--- src/rtl/uart_pkg.sv ---
// Shared UART definitions: TX sequencer states, tx_mux select codes, and
// counter sizing helper used by the TX controller and the baud counter.
package uart_pkg;

  typedef enum logic [2:0] {
    IDLE   = 3'd0,
    START  = 3'd1,
    DATA   = 3'd2,
    PARITY = 3'd3,
    STOP   = 3'd4
  } uart_state_e;

  localparam logic [1:0] SEL_START  = 2'b00;
  localparam logic [1:0] SEL_DATA   = 2'b01;
  localparam logic [1:0] SEL_PARITY = 2'b10;
  localparam logic [1:0] SEL_STOP   = 2'b11;

  // Width needed to count 0..n-1, never narrower than one bit.
  function automatic int cnt_w(input int n);
    return (n <= 2) ? 1 : $clog2(n);
  endfunction

endpackage

--- src/rtl/uart_baud_counter.sv ---
// Bit-period timer: pulses bit_end on the last clock of each bit period.
// Held at zero while disabled; restart forces the next period to begin at zero.
module uart_baud_counter
  import uart_pkg::*;
#(
  parameter int CLKS_PER_BIT = 16
) (
  input  logic clk,
  input  logic rst,
  input  logic enable,
  input  logic restart,
  output logic bit_end
);

  localparam int CW = cnt_w(CLKS_PER_BIT);
  localparam logic [CW-1:0] LAST = CW'(CLKS_PER_BIT - 1);

  logic [CW-1:0] r_cnt;

  assign bit_end = enable && (r_cnt == LAST);

  always_ff @(posedge clk or posedge rst) begin
    if (rst) begin
      r_cnt <= '0;
    end else if (!enable || restart || bit_end) begin
      r_cnt <= '0;
    end else begin
      r_cnt <= r_cnt + CW'(1);
    end
  end

endmodule

--- src/rtl/uart_tx_ctrl.sv ---
// UART transmit sequencer: walks start, data (LSB first), optional parity and
// stop phases, one bit period each, steering tx_mux via select/data_bit/parity_bit.
module uart_tx_ctrl
  import uart_pkg::*;
#(
  parameter int DATA_WIDTH   = 8,
  parameter int CLKS_PER_BIT = 16
) (
  input  logic                  clk,
  input  logic                  rst,
  input  logic [DATA_WIDTH-1:0] tx_data,
  input  logic                  tx_valid,
  output logic                  tx_ready,
  input  logic                  parity_en,
  input  logic                  parity_odd,
  output logic [1:0]            select,
  output logic                  data_bit,
  output logic                  parity_bit,
  output logic                  busy,
  output logic                  tx_done
);

  localparam int BW = cnt_w(DATA_WIDTH + 1);
  localparam logic [BW-1:0] LAST_BIT = BW'(DATA_WIDTH - 1);

  uart_state_e           r_state;
  uart_state_e           w_state_nxt;
  logic [DATA_WIDTH-1:0] r_shreg;
  logic [BW-1:0]         r_bit_cnt;
  logic                  r_par_en;
  logic                  r_parity_bit;
  logic                  w_accept;
  logic                  w_bit_end;
  logic                  w_restart;
  logic                  w_baud_en;

  assign w_accept  = tx_valid && (r_state == IDLE);
  assign w_baud_en = (r_state != IDLE);
  // Every state change starts a fresh bit period.
  assign w_restart = (w_state_nxt != r_state);

  uart_baud_counter #(
    .CLKS_PER_BIT(CLKS_PER_BIT)
  ) u_baud (
    .clk    (clk),
    .rst    (rst),
    .enable (w_baud_en),
    .restart(w_restart),
    .bit_end(w_bit_end)
  );

  always_ff @(posedge clk or posedge rst) begin
    if (rst) begin
      r_state <= IDLE;
    end else begin
      r_state <= w_state_nxt;
    end
  end

  always_comb begin
    w_state_nxt = r_state;
    case (r_state)
      IDLE:    if (tx_valid) w_state_nxt = START;
      START:   if (w_bit_end) w_state_nxt = DATA;
      DATA:    if (w_bit_end && (r_bit_cnt == LAST_BIT))
                 w_state_nxt = r_par_en ? PARITY : STOP;
      PARITY:  if (w_bit_end) w_state_nxt = STOP;
      STOP:    if (w_bit_end) w_state_nxt = IDLE;
      default: w_state_nxt = IDLE;
    endcase
  end

  // Frame contents are captured once at accept; inputs are ignored afterwards.
  always_ff @(posedge clk or posedge rst) begin
    if (rst) begin
      r_shreg      <= '0;
      r_bit_cnt    <= '0;
      r_par_en     <= 1'b0;
      r_parity_bit <= 1'b0;
    end else if (w_accept) begin
      r_shreg      <= tx_data;
      r_par_en     <= parity_en;
      r_parity_bit <= (^tx_data) ^ parity_odd;
      r_bit_cnt    <= '0;
    end else if ((r_state == START) && w_bit_end) begin
      r_bit_cnt <= '0;
    end else if ((r_state == DATA) && w_bit_end) begin
      r_shreg   <= r_shreg >> 1;
      r_bit_cnt <= r_bit_cnt + BW'(1);
    end
  end

  always_comb begin
    select   = SEL_STOP;
    data_bit = 1'b0;
    busy     = 1'b1;
    tx_ready = 1'b0;
    tx_done  = 1'b0;
    case (r_state)
      IDLE: begin
        busy     = 1'b0;
        tx_ready = 1'b1;
      end
      START:  select = SEL_START;
      DATA: begin
        select   = SEL_DATA;
        data_bit = r_shreg[0];
      end
      PARITY: select = SEL_PARITY;
      STOP:   tx_done = w_bit_end;
      default: begin
        busy     = 1'b0;
        tx_ready = 1'b1;
      end
    endcase
  end

  assign parity_bit = r_parity_bit;

endmodule

--- config.mk ---
export PLATFORM = sky130hd
export DESIGN_NAME = uart_tx_ctrl
export DESIGN_NICKNAME = d
export VERILOG_FILES = /design/src/rtl/uart_pkg.sv /design/src/rtl/uart_baud_counter.sv /design/src/rtl/uart_tx_ctrl.sv
export SDC_FILE = /design/constraint.sdc
export NUM_CORES = 1
export LEC_CHECK = 0
export BUFFER_PORTS_ARGS = -buffer_cell sky130_fd_sc_hd__buf_2
export CAP_MARGIN = 40
export CORE_ASPECT_RATIO = 1.2
export CORE_MARGIN = 2
export CORE_UTILIZATION = 54
export CTS_CLUSTER_DIAMETER = 150
export CTS_CLUSTER_SIZE = 25
export DETAILED_ROUTE_END_ITERATION = 16
export HOLD_SLACK_MARGIN = 0.12
export PLACE_DENSITY = 0.75
export SLEW_MARGIN = 20
export SYNTH_ARGS = -nofsm -noshare
export SYNTH_HDL_FRONTEND = slang
export SYNTH_HIERARCHICAL = 1
export SYNTH_SLANG_ARGS = --single-unit
--- constraint.sdc ---
create_clock -name clk -period 2.2 [get_ports clk]
set_input_delay 0.44 -clock clk [delete_from_list [all_inputs] [get_ports clk]]
set_output_delay 0.44 -clock clk [all_outputs]
set_load 0.02 [all_outputs]
==> flow_metrics.env <==
export IMPL_status="complete, no violations"
export IMPL_worst_slew_pin_slew_ns=0.650
export IMPL_antenna_found_initial=0
export IMPL_die_w_um=47.1
export IMPL_numCtsBuffers=3
export IMPL_p_seq_share_pct=62.6
export IMPL_antenna_cells=0
export IMPL_clk_pin_slew_ns=0.11
export IMPL_ys_warnings_count=6
export IMPL_syn_num_nets=141
export IMPL_synth_xor_area_share_pct=9.89
export IMPL_p_leak_nw=0.617
export IMPL_cts_sinks=21
export IMPL_comb_power_share_pct=8.6
export IMPL_drtIter0Drc=22
export IMPL_slew_viol_final=0
export IMPL_dieArea_mm2=0.00262
export IMPL_muxShareOfSynthArea_pct=8.95
export IMPL_intPower_uw=486
export IMPL_htree_levels=1
export IMPL_ys_ff_latch=21
export IMPL_grt_first_pass_wirelength_um=3910
export IMPL_ir_worst_vdd_mv=0.435
export IMPL_ant_nets=0
export IMPL_die_h_um=55.7
export IMPL_hpwl_um=1690
export IMPL_p_clk_share_pct=28.8
export IMPL_wl_per_cell_um=12.5
export IMPL_yosysSeqAreaShare_pct=43.7
export IMPL_drt_first_pass_iters=4
export IMPL_via_count=937
export IMPL_slew_limit_headroom_pct=56.6
export IMPL_period_share_pct=93.6
export IMPL_nNetsFinal=164
export IMPL_row_count=18
export IMPL_overflow=0
export IMPL_grt_pass1_vias=892
export IMPL_grt_max_degree=18
export IMPL_slowest_stage="dfrtp_1"
export IMPL_hold_viol_final=0
export IMPL_setup_tns_ns=0
export IMPL_avgSynthCellArea_um2=9.54
export IMPL_hold_path_class="in -> reg"
export IMPL_ioPinCount=20
export IMPL_power_net_switching_uw=131
export IMPL_crit_type="reg -> out"
export IMPL_track_usage_pct=20.1
export IMPL_core_area_mm2=0.00207
export IMPL_worst_hold_slack_ns=0.360
export IMPL_clockBufferDepth=2
export IMPL_crit_start="r_state[0]"
export IMPL_drive_above_1_share_pct=22.3
export IMPL_cts_tree="built"
export IMPL_clock_skew_ns=0.00686
export IMPL_wirelength_um=2220
export IMPL_clk_latency_ns=0.30
export IMPL_drv_cap=0
export IMPL_crit_arrival_ns=1.62
export IMPL_reg2reg_from="r_state[0]"
export IMPL_power_density_mw_per_mm2=452
export IMPL_syn_inst=126
export IMPL_fmax_mhz=485
export IMPL_cp_start_kind="register"
export IMPL_cts_root_buf="clkbuf_4"
export IMPL_fin_crit_ns=2.06
export IMPL_yosysUniqueCellTypes=36
export IMPL_required_ns=1.76
export IMPL_synth_adder_area_share_pct=2.08
export IMPL_synthToLayoutAreaGrowth_pct=13.5
export IMPL_swShare_pct=21.2
export IMPL_synth_compound_area_share_pct=11.0
export IMPL_place_congestion=0.838
export IMPL_setup_violations_final=0
export IMPL_crit_family="simple AND/OR/NAND/NOR gates"
export IMPL_slowest_delay_ns=0.41
export IMPL_synth_simple_gate_area_share_pct=18.2
export IMPL_end_kind="output pin"
export IMPL_crit_chain="nor2_2 -> nand2_1 -> and4_2 -> inv_2 -> nor2_1 -> buf_2"
export IMPL_synth_top_family_by_area="simple AND/OR/NAND/NOR gates"
export IMPL_critical_path_buf_inv_count=2
export IMPL_drc=0
export IMPL_rsz0062_at_grt="no"
export IMPL_fillCellCount=184
export IMPL_min_from="parity_en"
export IMPL_initial_utilization_pct=58.0
export IMPL_netlist_area_mm2=0.00120
export IMPL_post_cts_buffers=0
export IMPL_routed_via_density=5.26
export IMPL_cp_max_fo=9
export IMPL_port_buffers=19
-- Yosys cell counts --
library cell / instances / area share (%)
dfrtp_1: 21 / 44
nand2_1: 17 / 5.3
nor2_1: 14 / 4.4
o21ai_1: 10 / 4.2
mux2i_1: 7 / 5.8
inv_1: 6 / 1.9
xnor2_1: 6 / 4.4
a21oi_1: 5 / 2.1
buf_2: 5 / 2.1
xor2_1: 5 / 3.6
and3_1: 2 / 1.0
ha_1: 2 / 2.1
nand3_1: 2 / 0.83
o21ai_0: 2 / 0.83
a211oi_1: 1 / 0.62
a31o_1: 1 / 0.73
and2_1: 1 / 0.52
and4_1: 1 / 0.73
and4bb_1: 1 / 1.0
buf_4: 1 / 0.62
buf_8: 1 / 1.2
inv_2: 1 / 0.31
mux2_1: 1 / 0.94
mux2_2: 1 / 0.94
mux2_4: 1 / 1.2
nand2b_1: 1 / 0.52
nand2b_4: 1 / 1.1
nand3b_1: 1 / 0.62
nand4_1: 1 / 0.52
nand4b_1: 1 / 0.73
nor4bb_1: 1 / 0.83
o21bai_1: 1 / 0.62
o22ai_1: 1 / 0.52
o311ai_0: 1 / 0.73
o32ai_1: 1 / 0.73
xnor3_1: 1 / 1.9
-- flip-flops by register name, indices dropped and copies added (netlist names) --
name,flops
r_bit_cnt,4
parity_bit,1
r_state,3
r_shreg,8
u_baud/r_cnt,4
r_par_en,1
-- worst reg2reg max path: stages, from the launching register on --
cell and delay, ns:
dfrtp_1 0.41, nor2_2 0.19, nand2_1 0.14, and4_2 0.30
and4bb_1 0.23, buf_4 0.18, nand4_1 0.11, xor2_1 0.17
nor2_1 0.05
-- cells by family (layout without fill, tap and decap cells) --
logic type,Yosys count,in the layout
and+or+nand+nor,44,44
muxes,10,10
xor gates and xnor gates,12,12
adders and majority gates,2,2
DFF,21,21
buffers and inverters,14,36
AOI/OAI and AO/OA,23,23
-- final timing paths --
| path | slack [ns] | cells after the start | endpoint |
|---|---|---|---|
| worst max register to register | 0.31 | 8 | r_bit_cnt[3] |
| worst min-delay path | 0.36 | 2 | r_par_en |
| worst min register to register | 0.48 | 1 | u_baud/r_cnt[0] |
| max in group asynchronous | 1.01 | 3 | r_bit_cnt[2] |
| min in group asynchronous | 0.56 | 3 | u_baud/r_cnt[0] |
| worst max-delay path | 0.14 | 6 | tx_done |
-- routing by layer --
metal	GRT usage, %	wire (um)
met5	0	0
met4	7.14	27
met3	2.92	55
met2	30.3	1110
met1	29.0	1030
-- metrics by stage --
step | util, % | cells | area (um2) | total power, mW | setup slack, ns
finish | 65.9 | 178 | 1370 | 0.616 | 0.140
global route | 65.9 | 178 | 1370 | 0.653 | 0.00126
CTS | 65.7 | 178 | 1360 | 0.628 | 0.0580
detailed placement | 63.9 | 173 | 1330 | 0.446 | 0.249
global placement | 63.9 | 173 | 1330 | 0.446 | 0.375
floorplan | - | 126 | 1200 | 0.427 | 0.392
-- cells in the final DEF, fill, tap and decap left out, types with 2 or more instances in the layout --
master | Yosys | layout
ha_1 | 2 | 2
nand2_1 | 17 | 17
mux2i_1 | 7 | 7
nor2_1 | 14 | 13
buf_2 | 5 | 19
dfrtp_1 | 21 | 21
a21oi_1 | 5 | 5
o21ai_0 | 2 | 2
xnor2_1 | 6 | 6
nand3_1 | 2 | 2
buf_4 | 1 | 5
o21ai_1 | 10 | 10
clkbuf_4 | 0 | 3
xor2_1 | 5 | 5
inv_1 | 6 | 6
and3_1 | 2 | 2
-- what timing repair did --
item                                    4_1_cts  5_1_grt
endpoints found under the hold margin         4        0
endpoints found under the setup margin        0        1
hold buffers                                  1        0
resized for setup                             0        2
-- cell type report --
class                   instances  area (um2)  share of cell area, %
clock buffers                   4        26.3                   1.92
well taps                      30        37.5                   2.75
flip-flops and latches         21         526                   38.5
multi-input cells              91         607                   44.5
repair buffers                 25         143                   10.4
inverters                       7        26.3                   1.92
-- power by group through the flow --
stage | Sequential, mW | Clock, mW | Combinational, mW
global placement | 0.393 | 0 | 0.0524
floorplan | 0.393 | 0 | 0.0339
finish | 0.386 | 0.178 | 0.0531
CTS | 0.386 | 0.187 | 0.0544
detailed placement | 0.393 | 0 | 0.0529
global route | 0.386 | 0.208 | 0.0591
(Power assumes the default switching activity.)
